### src/rtl/cursor_select_ctrl.sv
// cursor_select_ctrl: debounces the move/select buttons, steps a cursor over the
// free cells of a 3x3 board, and issues one-cycle placement commands.
// Ports:
//   clk, rst            clock, asynchronous active-high reset
//   btn_move, btn_sel   raw buttons, asynchronous to clk
//   game_active         1 = game running; dropping it returns to IDLE
//   occupied[8:0]       bit i = 1 -> cell i taken
//   player_pos[3:0]     cursor cell 0..8
//   player_enable       1 = draw cursor
//   place_valid         one-cycle placement command
//   place_pos[3:0]      cell to place (0 unless place_valid)
//   place_player        0 = X, 1 = O (0 unless place_valid)
//   timeout             one-cycle pulse with a forced placement
module cursor_select_ctrl #(
   parameter int DEBOUNCE_CYCLES = 250000,
   parameter int TIMEOUT_CYCLES  = 250000000
) (
   input  logic       clk,
   input  logic       rst,
   input  logic       btn_move,
   input  logic       btn_sel,
   input  logic       game_active,
   input  logic [8:0] occupied,
   output logic [3:0] player_pos,
   output logic       player_enable,
   output logic       place_valid,
   output logic [3:0] place_pos,
   output logic       place_player,
   output logic       timeout
);

   localparam int DW = $clog2(DEBOUNCE_CYCLES) + 1;
   localparam int TW = $clog2(TIMEOUT_CYCLES) + 1;

   typedef enum logic [1:0] {
      IDLE    = 2'd0,
      SEEK    = 2'd1,
      WAIT_IN = 2'd2,
      PLACE   = 2'd3
   } state_t;

   // bit 0 = move, bit 1 = select
   logic [1:0]    w_btn;
   logic [1:0]    r_sync1;
   logic [1:0]    r_sync2;
   logic [1:0]    r_db;
   logic [1:0]    r_db_d;
   logic [DW-1:0] r_cnt [2];
   logic [1:0]    w_ev;

   state_t        r_state;
   state_t        w_state_nxt;
   logic [3:0]    r_cursor;
   logic [3:0]    w_cursor_nxt;
   logic [3:0]    w_cursor_inc;
   logic          r_turn;
   logic          w_turn_nxt;
   logic [TW-1:0] r_timer;
   logic [TW-1:0] w_timer_nxt;
   logic          r_to;
   logic          w_to_nxt;
   logic          w_move_ev;
   logic          w_sel_ev;

   assign w_btn = {btn_sel, btn_move};

   // Synchronizer and debouncer: the level flips only after the synced
   // input disagrees with it for DEBOUNCE_CYCLES consecutive cycles.
   always_ff @(posedge clk or posedge rst) begin
      if (rst) begin
         r_sync1 <= '0;
         r_sync2 <= '0;
         r_db    <= '0;
         r_db_d  <= '0;
         for (int i = 0; i < 2; i++) r_cnt[i] <= '0;
      end else begin
         r_sync1 <= w_btn;
         r_sync2 <= r_sync1;
         r_db_d  <= r_db;
         for (int i = 0; i < 2; i++) begin
            if (r_sync2[i] != r_db[i]) begin
               if (r_cnt[i] == DW'(DEBOUNCE_CYCLES - 1)) begin
                  r_db[i]  <= r_sync2[i];
                  r_cnt[i] <= '0;
               end else begin
                  r_cnt[i] <= r_cnt[i] + DW'(1);
               end
            end else begin
               r_cnt[i] <= '0;
            end
         end
      end
   end

   // One event per press: rising edge of the debounced level.
   assign w_ev      = r_db & ~r_db_d;
   assign w_move_ev = w_ev[0];
   assign w_sel_ev  = w_ev[1];

   assign w_cursor_inc = (r_cursor == 4'd8) ? 4'd0 : r_cursor + 4'd1;

   always_ff @(posedge clk or posedge rst) begin
      if (rst) begin
         r_state  <= IDLE;
         r_cursor <= '0;
         r_turn   <= 1'b0;
         r_timer  <= '0;
         r_to     <= 1'b0;
      end else begin
         r_state  <= w_state_nxt;
         r_cursor <= w_cursor_nxt;
         r_turn   <= w_turn_nxt;
         r_timer  <= w_timer_nxt;
         r_to     <= w_to_nxt;
      end
   end

   always_comb begin
      w_state_nxt   = r_state;
      w_cursor_nxt  = r_cursor;
      w_turn_nxt    = r_turn;
      w_timer_nxt   = r_timer;
      w_to_nxt      = 1'b0;
      player_pos    = r_cursor;
      player_enable = 1'b0;
      place_valid   = 1'b0;
      place_pos     = 4'd0;
      place_player  = 1'b0;
      timeout       = 1'b0;

      unique case (r_state)
         IDLE: begin
            if (game_active) begin
               w_cursor_nxt = 4'd0;
               w_turn_nxt   = 1'b0;
               w_state_nxt  = SEEK;
            end
         end
         SEEK: begin
            if (occupied == 9'h1FF) begin
               w_state_nxt = IDLE;
            end else if (occupied[r_cursor]) begin
               w_cursor_nxt = w_cursor_inc;
            end else begin
               w_timer_nxt = '0;
               w_state_nxt = WAIT_IN;
            end
         end
         WAIT_IN: begin
            player_enable = 1'b1;
            w_timer_nxt   = r_timer + TW'(1);
            // Select has priority; a simultaneous move is dropped.
            if (w_sel_ev) begin
               w_state_nxt = occupied[r_cursor] ? SEEK : PLACE;
            end else if (w_move_ev) begin
               w_cursor_nxt = w_cursor_inc;
               w_state_nxt  = SEEK;
            end else if (r_timer == TW'(TIMEOUT_CYCLES - 1)) begin
               w_to_nxt    = 1'b1;
               w_state_nxt = PLACE;
            end
         end
         PLACE: begin
            player_enable = 1'b1;
            place_valid   = 1'b1;
            place_pos     = r_cursor;
            place_player  = r_turn;
            timeout       = r_to;
            w_turn_nxt    = ~r_turn;
            w_state_nxt   = SEEK;
         end
         default: w_state_nxt = IDLE;
      endcase

      // Losing the game overrides everything; the state register drives
      // the placement outputs so nothing is issued after this edge.
      if (!game_active) begin
         w_state_nxt = IDLE;
         w_to_nxt    = 1'b0;
      end
   end

endmodule

### config.mk
export PLATFORM = sky130hd
export DESIGN_NAME = cursor_select_ctrl
export DESIGN_NICKNAME = d
export VERILOG_FILES = /design/src/rtl/cursor_select_ctrl.sv
export SDC_FILE = /design/constraint.sdc
export NUM_CORES = 1
export LEC_CHECK = 0
export CORE_MARGIN = 4
export CORE_UTILIZATION = 55
export CTS_BUF_LIST = sky130_fd_sc_hd__clkbuf_2 sky130_fd_sc_hd__clkbuf_4 sky130_fd_sc_hd__clkbuf_8
export CTS_CLUSTER_SIZE = 25
export DETAILED_ROUTE_END_ITERATION = 10
export PLACE_DENSITY = 0.75
export SLEW_MARGIN = 20
export SYNTH_ARGS = -nofsm -noshare
export SYNTH_HDL_FRONTEND = slang
export SYNTH_SLANG_ARGS = --single-unit
### constraint.sdc
create_clock -name clk -period 5 [get_ports clk]
set_input_delay 1 -clock clk [delete_from_list [all_inputs] [get_ports clk]]
set_output_delay 1 -clock clk [all_outputs]
set_load 0.01 [all_outputs]
==> metrics.txt, run 1 <==
insertion delay to the later sink of the worst-skew pair 360 ps; Final Critical Period 3044 ps; Distinct cells, synth 47; clock transition at the registers of the reported paths 90 ps; area grow syn2layout 11.92%; critical path class primary input to flip-flop; Final GP Congestion 0.8500; fraction of layout cells with a size suffix above 1 6.036%; CP Depth 7; Achievable Freq around 0.33 GHz; Sink Count 83; post-route setup TNS 0 ps; CTS Buffer Depth 2; Ys Warns 0; cell-by-cell trace of the critical path clkdlybuf4s50_1 > mux2i_1 > a22o_1 > or3b_4 > a41oi_4 > nand2b_1 > o21ai_0; R2R depth 8; Mean Syn Cell Area 9.503 µm²; DR iter-0 viols 170; largest net degree at the start of global routing 56; Post-route DRC 0; Worst Hold Class flip-flop to flip-flop; Slew Viols, Final 0; vias in the first global route 3,416; leakage power 2.038 nW; count of input and output buffers 25; RSZ-0062 raised after global routing no; first-pass GRT wire length around 15,000 µm; post-synthesis sequential area ratio roughly 47%; VDD IR max 171.0 µV; hold buffer count at cts 0; Slew HR 37.30%; chip height 97.54 µm; slowest CP cell clkdlybuf4s50_1; CORE AREA ~8000 µm²; largest stage delay on the critical path 490 ps; cell count after synthesis 464; Detailed Routing Iterations Pass 1 4; Vias/cell 5.836; FILL cells ~640; post-cts resize count 0; Post-Layout Cell Count 599; nets@finish around 520; Final Skew 14.50 ps; Power Density 333.5 nW/µm²; Fin. Hold Viols 0; H-tree levels 3; dpl cells about 580; actual slew at the worst max-slew pin around 940 ps; crit-path max FO 12; syn nets 488; DR WL/cell about 14 µm; Post-Route WL 8476 µm; critical path's top delay family simple AND/OR/NAND/NOR gates; maxcap violations 0; Post-DRT Antenna Nets 0; IO Count 26; Cell Area, Placed 4743 µm²; Min Hold Slack 358.0 ps; row cnt 32; Crit. End Element flip-flop; die area 9513 µm²; Overall Global Routing Usage a little under a fifth; Tcrit/Tclk final 60.87%; via count around 3,500; initial antenna violation count 0; setup bufs post-CTS 0; Yosys reg bits 83; Startpoint Class primary input; WHS Path Cells 0; DP HPWL 5768 µm; post-synthesis cell area 4409 µm²; GRT overflow 0; CTS tree yes; CTS root buf clkbuf_8; multi-input logic area 2197 µm²; Num CTS Buffers 9; sequential cell area 2077 µm²; n_diodes 0; initial core utilization 56.77%; outcome finished clean; crit path DAT roughly 3300 ps; crit path buf inv count 1; die width 97.54 µm; Final setup viols 0; fin area 4935 µm²; Crit path required time 5210 ps
[report_power, final]
group	leakage [nW]	internal (W)	switching, W	total [W]
Combinational	0.801	0.000174	0.000270	0.000445
Clock	0.0958	0.000204	0.000262	0.000466
Sequential	1.14	0.000699	0.0000366	0.000735
Total	2.04	0.00108	0.000569	0.00165
[kinds of logic after synthesis]
family	after synthesis	synth area share, %
mux	10	2.327
xor+xnor	34	6.754
flops	83	47.11
simple gates	217	26.05
buf+inv	28	3.064
fa+ha+maj	10	2.838
compound gates	82	11.86
[worst paths after layout]
check | slack, ps | from | end
max in group asynchronous | 2980 | rst | r_timer[13]
hold / removal | 360 | r_sync1[1] | r_sync2[1]
setup / recovery | 1960 | occupied[5] | r_timer[2]
setup reg to reg | 2330 | r_state[0] | r_timer[19]
min in group asynchronous | 1130 | rst | r_cnt[30]
hold reg to reg | 360 | r_sync1[1] | r_sync2[1]
[Yosys cell counts (all sizes together)]
cell	count	share of area [%]
or3b	1	0.26
or2	2	0.28
o21a	1	0.17
dfrtp	83	47
xor2	18	3.6
nand4b	1	0.20
nand2	37	3.1
and3	11	1.6
a22oi	1	0.17
or3	9	1.5
xnor2	16	3.2
buf	6	1.2
clkinv	1	0.085
nor2b	5	0.71
ha	10	2.8
nand3	28	3.3
inv	15	1.3
clkbuf	6	0.51
o41ai	4	0.79
a21o	1	0.17
a41oi	1	0.62
and4	1	0.20
nor3	5	0.57
and2	15	2.1
o21ai	29	3.3
nand4	9	1.3
mux2i	8	1.8
a21oi	19	2.2
nor4	7	1.1
a221oi	1	0.20
or4	14	2.4
mux2	2	0.51
nand2b	6	0.85
nor4b	7	1.4
o31ai	20	3.4
nor2	58	4.9
a31oi	2	0.28
a22o	2	0.40
and4b	1	0.23
a2bb2oi	1	0.20
[layout make-up]
type | count | area share, %
well taps | 102 | 2.586
clock inverters | 6 | 1.090
flip-flops and latches | 83 | 42.09
repair buffers | 29 | 5.680
multi-input cells | 353 | 44.52
clock buffers | 10 | 2.789
inverters | 16 | 1.242
[worst reg2reg max path, stage by stage (launching register included)]
cell      delay, ps
dfrtp_1         430
inv_1           110
ha_1            370
clkinv_1        350
nor2_1          260
a41oi_4          90
buf_4           290
or4_1           540
a21oi_1         160
[registers in the layout (all words and copies together) (netlist names), 2 cells and up]
signal and flops:
r_db_d 2, r_cnt 38, player_pos 4, r_timer 29, r_db 2, r_state 2
r_sync2 2, r_sync1 2
[cell usage in the layout, fill, tap and decap left out, drive strengths merged, types with 8 or more instances in the layout]
| cell | netlist | final |
|---|---|---|
| dfrtp | 83 | 83 |
| nor2 | 58 | 58 |
| nand2 | 37 | 37 |
| o21ai | 29 | 29 |
| nand3 | 28 | 28 |
| clkdlybuf4s50 | 0 | 25 |
| o31ai | 20 | 20 |
| a21oi | 19 | 19 |
| xor2 | 18 | 18 |
| inv | 15 | 18 |
| xnor2 | 16 | 16 |
| and2 | 15 | 15 |
| or4 | 14 | 14 |
| and3 | 11 | 11 |
| ha | 10 | 10 |
| clkbuf | 6 | 10 |
| nand4 | 9 | 9 |
| or3 | 9 | 9 |
| mux2i | 8 | 8 |
[metal layers]
layer,part of all wire [%],routed length (µm),track usage (%)
met3,3.9,327,4.307
met5,0,0,0
met4,1.2,104,7.348
met2,49,4184,31.63
met1,46,3859,23.37
[stage by stage]
step	power [W]	worst slack, ps	util [%]
final	0.001646	1956	63.53
after global routing	0.001753	1818	63.53
after CTS	0.001668	1984	63.53
after detailed placement	0.001195	1602	61.07
after global placement	0.001185	1669	61.07
after floorplan	0.001103	1863	-
(Power assumes the default switching activity.)
==> run 2: changes to the inputs <==
==> constraint.sdc (replaced) <==
create_clock -name clk -period 3.2 [get_ports clk]
set_input_delay 0.64 -clock clk [delete_from_list [all_inputs] [get_ports clk]]
set_output_delay 0.64 -clock clk [all_outputs]
set_load 0.01 [all_outputs]
==> run 2 against run 1 <==
Critical endpoint is now r_timer[24]. Register-to-register slack lost 1800 ps. Largest cell class unchanged. Clock power grew 80%. Sequential share of layout area shrank 0.70 points. Flip-flop and latch count is the same. Global-route usage grew 0.83 points. Sequential power grew 56%. Wire length grew 3.1%. Critical path depth grew 1. Highest routed layer unchanged.
==> metrics.txt, run 2 (synthesis results as in run 1) <==
H-tree levels 3; via count roughly 3,500; RSZ-0062 raised after global routing no; DR iter-0 viols approximately 130; die width 97.54 µm; fin area between 5000 and 6000 µm²; CTS Buffer Depth 2; row cnt 32; clock power share 30.8%; largest net degree at the start of global routing 48; nets@finish 523; internal power 0.001840 W; Sink Count 83; Overall Global Routing Usage roughly a fifth; P_sw 0.0008893 W; critical path class flip-flop to flip-flop; clock transition at the registers of the reported paths 80 ps; n_diodes 0; Final Critical Period 2657 ps; Fin. Hold Viols 0; Cell Area, Placed 4796 µm²; actual slew at the worst max-slew pin 828.4 ps; Post-DRT Antenna Nets 0; Crit. End Element flip-flop; slowest CP cell or4_1; GRT overflow 0; fraction of layout cells with a size suffix above 1 between 7 and 8%; DR WL/cell around 14 µm; Slew HR roughly 45%; max FFs per register 38; Final setup viols 0; Tcrit/Tclk final 83.05%; setup bufs post-CTS 0; Post-Layout Cell Count 606; CTS tree yes; Flop pwr share 42.1%; Startpoint Class flip-flop; count of input and output buffers 25; Power Density 543.8 nW/µm²; wire length on met1 approximately 4100 µm; cell-by-cell trace of the critical path inv_1 > ha_1 > clkinv_1 > nor2_1 > a41oi_4 > buf_4 > or4_1 > a21oi_1; Final Skew 13.81 ps; Sw Share between 30% and 40%; die area about 9500 µm²; Vias/cell 5.772; chip height 97.54 µm; Gate power share 27.0%; met3 WL 223 µm; CORE AREA 7767 µm²; IO Count 26; Crit path required time 3470 ps; Num CTS Buffers 9; Achievable Freq 0.3763 GHz; largest stage delay on the critical path 520 ps; Post-route DRC 0; Final GP Congestion 0.8572; hold buffer count at cts 0; Min Hold Slack approximately 350 ps; outcome finished clean; post-route setup TNS 0 ps; DP HPWL 6081 µm; Slew Viols, Final 0; largest register by flop count r_cnt; crit path DAT 2930 ps; leakage power roughly 2.1 nW; Post-Route WL 8735 µm; Worst Hold Class flip-flop to flip-flop; post-cts resize count 0; DR top layer met4; dpl cells ~600; crit path buf inv count 3; area grow syn2layout 13.82%; Detailed Routing Iterations Pass 1 5; vias in the first global route approximately 3,600; first-pass GRT wire length 15,810 µm; VDD IR max roughly 330 µV; maxcap violations 0; crit-path max FO 17; CTS root buf clkbuf_8; critical path's top delay family simple AND/OR/NAND/NOR gates; commonest non-fill, non-tap cells in the layout dfrtp_1, nor2_1, nand2_1; insertion delay to the later sink of the worst-skew pair 350 ps; initial antenna violation count 0; met2 WL 4233 µm; commonest non-fill, non-tap cell in the layout dfrtp_1; initial core utilization 56.77%
-- run 2: cell count changes in the layout (fill, tap and decap cells not counted), sizes merged --
cell    previous run  this run
buf                4        11
bufinv             0         2
inv               18        17
clkbuf            10         9
-- run 2: path summary, 6_finish.rpt --
| check | from | end | slack, ps | cells after the start |
|---|---|---|---|---|
| min in group asynchronous | rst | r_turn | 730 | 2 |
| max reg2reg | r_state[0] | r_timer[24] | 540 | 8 |
| min reg2reg | r_sync1[1] | r_sync2[1] | 350 | 0 |
| max in group asynchronous | rst | r_cnt[21] | 1760 | 3 |
| min | r_sync1[1] | r_sync2[1] | 350 | 0 |
| max | r_state[0] | r_timer[24] | 540 | 8 |
-- run 2: cell type report --
class | count | area, µm²
Clock inverter | 7 | 98.84
Tap cell | 102 | 127.6
Timing Repair Buffer | 36 | 332.8
Multi-Input combinational cell | 353 | 2197
Sequential cell | 83 | 2077
Inverter | 16 | 61.31
Fill cell | 664 | 2749
Clock buffer | 9 | 123.9
-- run 2: metrics by stage --
step,util [%],total power [W],setup WS [ps]
global route,64.61,0.002902,338.5
floorplan,-,0.001724,423.2
global placement,61.74,0.001884,406.8
finish,64.61,0.002729,542.5
detailed placement,61.74,0.001905,340.4
CTS,64.61,0.002750,559.8
-- run 2: layer usage --
| layer | vias to the layer above | track usage [%] |
|---|---|---|
| li1 | 1740 | - |
| met1 | 1695 | 25.22 |
| met2 | 48 | 33.95 |
| met3 | 15 | 2.656 |
| met4 | 0 | 6.709 |
| met5 | - | 0 |
-- run 2: power groups by stage --
stage / Combinational, W / Sequential (W) / Clock (W)
after CTS: 0.000739 / 0.00115 / 0.000861
after global routing: 0.000827 / 0.00116 / 0.000916
after global placement: 0.000716 / 0.00117 / 0
after detailed placement: 0.000735 / 0.00117 / 0
final: 0.000738 / 0.00115 / 0.000841
after floorplan: 0.000567 / 0.00116 / 0
==> run 3: changes to the inputs <==
--- a/config.mk
+++ b/config.mk
@@ -10,7 +10,7 @@
 export CTS_BUF_LIST = sky130_fd_sc_hd__clkbuf_2 sky130_fd_sc_hd__clkbuf_4 sky130_fd_sc_hd__clkbuf_8
 export CTS_CLUSTER_SIZE = 25
 export DETAILED_ROUTE_END_ITERATION = 10
-export PLACE_DENSITY = 0.75
+export PLACE_DENSITY = 0.77
 export SLEW_MARGIN = 20
 export SYNTH_ARGS = -nofsm -noshare
 export SYNTH_HDL_FRONTEND = slang
==> constraint.sdc (replaced) <==
create_clock -name clk -period 2.25 [get_ports clk]
set_input_delay 0.45 -clock clk [delete_from_list [all_inputs] [get_ports clk]]
set_output_delay 0.45 -clock clk [all_outputs]
set_load 0.01 [all_outputs]
==> run 3 against run 2 <==
Hold slack gained 7.0 ps. Register-to-register slack lost 460 ps. Clock skew shrank 3.8 ps. Flip-flop and latch count is the same. Via count grew 1.9%. First-iteration DRC count shrank 2.3%. Count of clock-buffer cells in the layout grew 2. Wire length grew 6.8%. Critical path depth is the same. Final cell count grew 3.0%. Power grew 42%. Clock power grew 20%. Critical path type is now primary input to flip-flop. Critical endpoint is now r_timer[19]. Highest routed layer unchanged.
==> metrics.txt, run 3 (synthesis results as in run 1) <==
outcome finished clean; nets@finish 542; CTS root buf clkbuf_8; commonest non-fill, non-tap cells in the layout dfrtp_1, nor2_1, nand2_1; crit path DAT 2420 ps; cell-by-cell trace of the critical path clkdlybuf4s50_1 > mux2i_1 > a22o_1 > or3b_4 > a41oi_4 > buf_12 > or4_1 > a21oi_1; Fin. Hold Viols 0; Flop pwr share 42.0%; Power Density 740.3 nW/µm²; Sw Share 34.65%; P_sw 0.001338 W; chip height 97.54 µm; CTS Buffer Depth 2; Vias/cell 5.712; Num CTS Buffers 9; Final Critical Period around 2200 ps; CP Depth 8; Critical Path End r_timer[19]; initial antenna violation count 0; Post-DRT Antenna Nets 0; hold buffer count at cts 0; Final GP Congestion 0.8524; DP HPWL 6483 µm; row cnt 32; largest register by flop count r_cnt; Final Skew 10.01 ps; post-layout util 67.16%; Startpoint Class primary input; Tcrit/Tclk final 97.14%; crit path from occupied[7]; n_diodes 0; insertion delay to the later sink of the worst-skew pair about 350 ps; Achievable Freq 0.4575 GHz; Post-route DRC 0; R2R depth 6; leakage power 2.200 nW; GRT overflow 0; critical path class primary input to flip-flop; IO Count 26; post-route setup TNS 0 ps; CORE AREA 7767 µm²; via count 3,564; DR WL/cell 14.96 µm; max FFs per register 38; largest stage delay on the critical path 500 ps; area grow syn2layout 18.30%; H-tree levels 3; count of input and output buffers 25; Worst Hold Class flip-flop to flip-flop; Worst R2R Setup Slack 80 ps; multi-input logic area 2256 µm²; maxcap violations 0; VDD IR max about 480 µV; slowest CP cell clkdlybuf4s50_1; die area 9513 µm²; crit path buf inv count 2; sequential cell area 2078 µm²; die width 97.54 µm; Slew Viols, Final 0; actual slew at the worst max-slew pin 505.5 ps; DR iter-0 viols 129; clock power share 26.2%; FILL cells 618; initial core utilization 56.77%; Crit. End Element flip-flop; Gate power share 31.8%; crit-path max FO 39; critical path's top delay family buffers and inverters; Detailed Routing Iterations Pass 1 4; Final setup viols 0; vias in the first global route 3,703; Worst R2R End r_timer[23]; largest net degree at the start of global routing 40; clock transition at the registers of the reported paths 90 ps; fraction of layout cells with a size suffix above 1 12.64%; Overall Global Routing Usage around a fifth; first-pass GRT wire length 16,660 µm; Crit path required time between 2000 and 2500 ps; reg-to-reg startpoint r_timer[4]; Slew HR 66.23%; CTS tree yes; internal power 0.002523 W; commonest non-fill, non-tap cell in the layout dfrtp_1; Post-Route WL a little over 9000 µm; Sink Count 83
==> run 3: cell count changes in the layout (fill, tap and decap cells not counted), moves of 2 or more <==
cell       delta
buf_4        +16
bufinv_16     -2
clkinv_2      -2
buf_12        +3
o21ai_1       +2
o21ai_0       -2
==> run 3: cell type report <==
cell class              count  share of cell area (%)
multi-input cells         353                   43.25
flip-flops and latches     83                   39.84
repair buffers             55                   9.811
clock buffers              11                   2.782
well taps                 102                   2.447
inverters                  16                   1.223
clock inverters             4                  0.6476
==> run 3: how the worst min path moves through the flow <==
| stage | cells past startpoint | endpoint | startpoint |
|---|---|---|---|
| after global routing | 0 | r_sync2[0] | r_sync1[0] |
| after global placement | 0 | r_sync2[1] | r_sync1[1] |
| after detailed placement | 0 | r_sync2[0] | r_sync1[0] |
| after CTS | 0 | r_sync2[0] | r_sync1[0] |
| final | 0 | r_sync2[0] | r_sync1[0] |
| after floorplan | 0 | r_sync2[0] | r_sync1[0] |
==> run 3: metrics by stage <==
stage               hold WS (ps)  total power (W)  setup slack, ps  cell area [µm²]  std cells
floorplan                  331.2         0.002452            56.36             4413        464
global placement           333.9         0.002769           -245.1             4964        607
detailed placement         336.3         0.002810           -309.6             4964        607
CTS                        357.3         0.003824            29.10             5151        623
global route               361.4         0.004082           -1.577             5216        624
finish                     358.8         0.003861            64.26             5216        624
==> run 3: layer usage <==
layer	track usage (%)	part of all wire, %	vias up
met4	6.177	0.93	0
met2	35.64	50	58
met1	26.41	45	1735
met5	0	0	-
met3	4.882	3.4	7
li1	-	-	1764
==> run 3: repair_timing <==
item / in CTS / in global routing
gates resized for setup: 2 / 14
pin swaps: 0 / 1
setup endpoints to repair: 7 / 24
buffers inserted: 1 / 1
gates cloned: 0 / 0
==> run 3: power by group through the flow <==
stage / sequential, W / combinational (W) / clock, W
floorplan: 0.00165 / 0.000807 / 0
global placement: 0.00164 / 0.00113 / 0
detailed placement: 0.00165 / 0.00116 / 0
CTS: 0.00161 / 0.00118 / 0.00103
global route: 0.00163 / 0.00136 / 0.00109
finish: 0.00162 / 0.00123 / 0.00101
==> RTL change, RTL diff (config.mk and constraints of run 1) <==
The 4 states of `state_t` get a Gray code encoding in 2 bits.
--- a/src/rtl/cursor_select_ctrl.sv
+++ b/src/rtl/cursor_select_ctrl.sv
@@ -33,10 +33,10 @@
    localparam int TW = $clog2(TIMEOUT_CYCLES) + 1;
 
    typedef enum logic [1:0] {
-      IDLE    = 2'd0,
-      SEEK    = 2'd1,
-      WAIT_IN = 2'd2,
-      PLACE   = 2'd3
+      IDLE    = 2'b00,
+      SEEK    = 2'b01,
+      WAIT_IN = 2'b11,
+      PLACE   = 2'b10
    } state_t;
 
    // bit 0 = move, bit 1 = select
Check against the original RTL: same outputs for any inputs over 10 cycles, from zero or initial values and one cycle with rst high; not proved beyond that.
==> RTL change against run 1 <==
Clock power shrank 7.1%. Cell area shrank 2.0%. Die area shrank 1.3%. Synthesized area shrank 1.4%. Total power shrank 8.7%. Wire length grew 2.4%. Worst setup slack lost 0.37 ns. Combinational power shrank 31%. Sequential share of layout area grew 0.87 points. Core utilization shrank 0.64 points. Global-route usage grew 0.16 points. Sequential cell count is the same. Critical endpoint is now place_pos[2].
==> RTL change: results (changes against run 1) <==
status: "finished clean"
hpwl_mm: 6.01  # +4.2%
peakVddDrop_mv: 0.178  # +4.1%
relSlewSlack_pct: 31.0  # -6.3 points
crit_arrival_ns: 2.42  # -0.84 ns
cp_max_fo: 23  # +11
grtUsageMet3_pct: 4.18  # -0.13 points
p_clk_mw: 0.433  # -7.1%
seq_area_frac_synth_pct: 47.8  # +0.66 points
grt_pass1_vias: 3294  # -3.6%
clockBufferDepth: 2  # unchanged
grt_max_degree: 60  # +7.1%
antenna_found_initial: 0  # unchanged
layout.nets: 500  # -3.1%
met2_length_mm: 4.30  # +2.7%
leakagePower_nw: 1.96  # -3.6%
ys_warn_count: 0  # unchanged
syn-num-nets: 480  # -1.6%
cts.reportedPaths.clkPinSlew_ns: 0.09  # about the same
grtUsageMet2_pct: 32.2  # +0.59 points
vias: 3428  # -1.9%
syn_inst: 461  # -0.65%
drt_iter0_markers: 182  # +7.1%
gp_congestion: 0.839  # -1.3%
worstHoldStart: "r_sync1[1]"
grt_pass1_wl_mm: 14.9  # -0.55%
fillers: 651  # +1.1%
postCtsResizedCells: 0  # unchanged
ys_top_cells_by_area: "dfrtp_1, nor2_1, xor2_1, or3_1, nand2_1"
ff2ff_setup_slack_ns: 2.18  # -0.15 ns
instances_no_fill: 588  # -1.8%
crit_start: "r_state[1]"
yosys-top-cells-count: "dfrtp_1, nor2_1, nand2_1"
dp.cells: 572  # -1.9%
r2r_cells: 6  # -2
drt-met1-wl_mm: 3.98  # +3.1%
synth_cell_types: 52  # +11%
p_per_area_nw_per_um2: 311  # -6.8%
drive_gt1_share_pct: 6.38  # +0.34 points
wl_per_cell_um: 14.8  # +4.4%
wl_met3_um: 294  # -10%
seq_power_share_pct: 50.7  # +6.0 points
skew_ns: 0.00939  # -0.00511 ns
rr_startpoint: "player_pos[0]"
p_int_mw: 1.00  # -6.8%
grtUsageMet1_pct: 24.3  # +0.91 points
largest_reg_flops: 38  # unchanged
grt.total_usage_pct: 18.9  # +0.16 points
num_antenna_cells: 0  # unchanged
## RTL change: cell count changes after synthesis, sizes merged, moves of 6 or more
cell,change
o2111ai,+6
mux2i,-6
or4,-11
o31ai,-18
clkbuf,+7
or3,+14
nand4,+6
## RTL change: area by class of cell
class	instances	area [um2]	area share (%)
multi-input combinational	347	2140	44.3
sequential	83	2080	43.0
timing repair buffer	27	265	5.49
clock buffer	10	131	2.72
tap	102	128	2.64
inverter	13	51.3	1.06
clock inverter	6	42.5	0.880
## RTL change: metrics by stage
step	hold slack [ns]	setup WS [ns]	instance area [um2]	util (%)
after floorplan	0.331	1.86	4350	-
after global placement	0.332	1.55	4660	60.6
after detailed placement	0.339	1.38	4660	60.6
after CTS	0.358	1.57	4830	62.9
after global routing	0.372	1.47	4830	62.9
final	0.360	1.58	4830	62.9
## RTL change: kinds of logic (layout without fill, tap and decap cells)
| kind of cell | count (synthesis) | count (layout) | synth area share [%] |
|---|---|---|---|
| DFF | 83 | 83 | 47.8 |
| buffers and inverters | 31 | 56 | 3.11 |
| muxes | 5 | 5 | 1.50 |
| adders and majority gates | 5 | 5 | 1.44 |
| xor gates and xnor gates | 37 | 37 | 7.45 |
| and+or+nand+nor | 220 | 220 | 26.2 |
| AOI/OAI and AO/OA | 80 | 80 | 12.5 |
## RTL change: worst max-delay path: stages, from the launching register on
cell and delay (ns):
dfrtp_1 0.81, nor2b_1 0.52, and2_1 0.20, clkdlybuf4s50_1 0.54
## RTL change: worst paths after layout
path / endpoint
max in group asynchronous: r_timer[22]
min reg2reg: r_sync2[1]
max: place_pos[2]
max reg2reg: r_timer[25]
min in group asynchronous: r_cnt[21]
min: r_sync2[1]
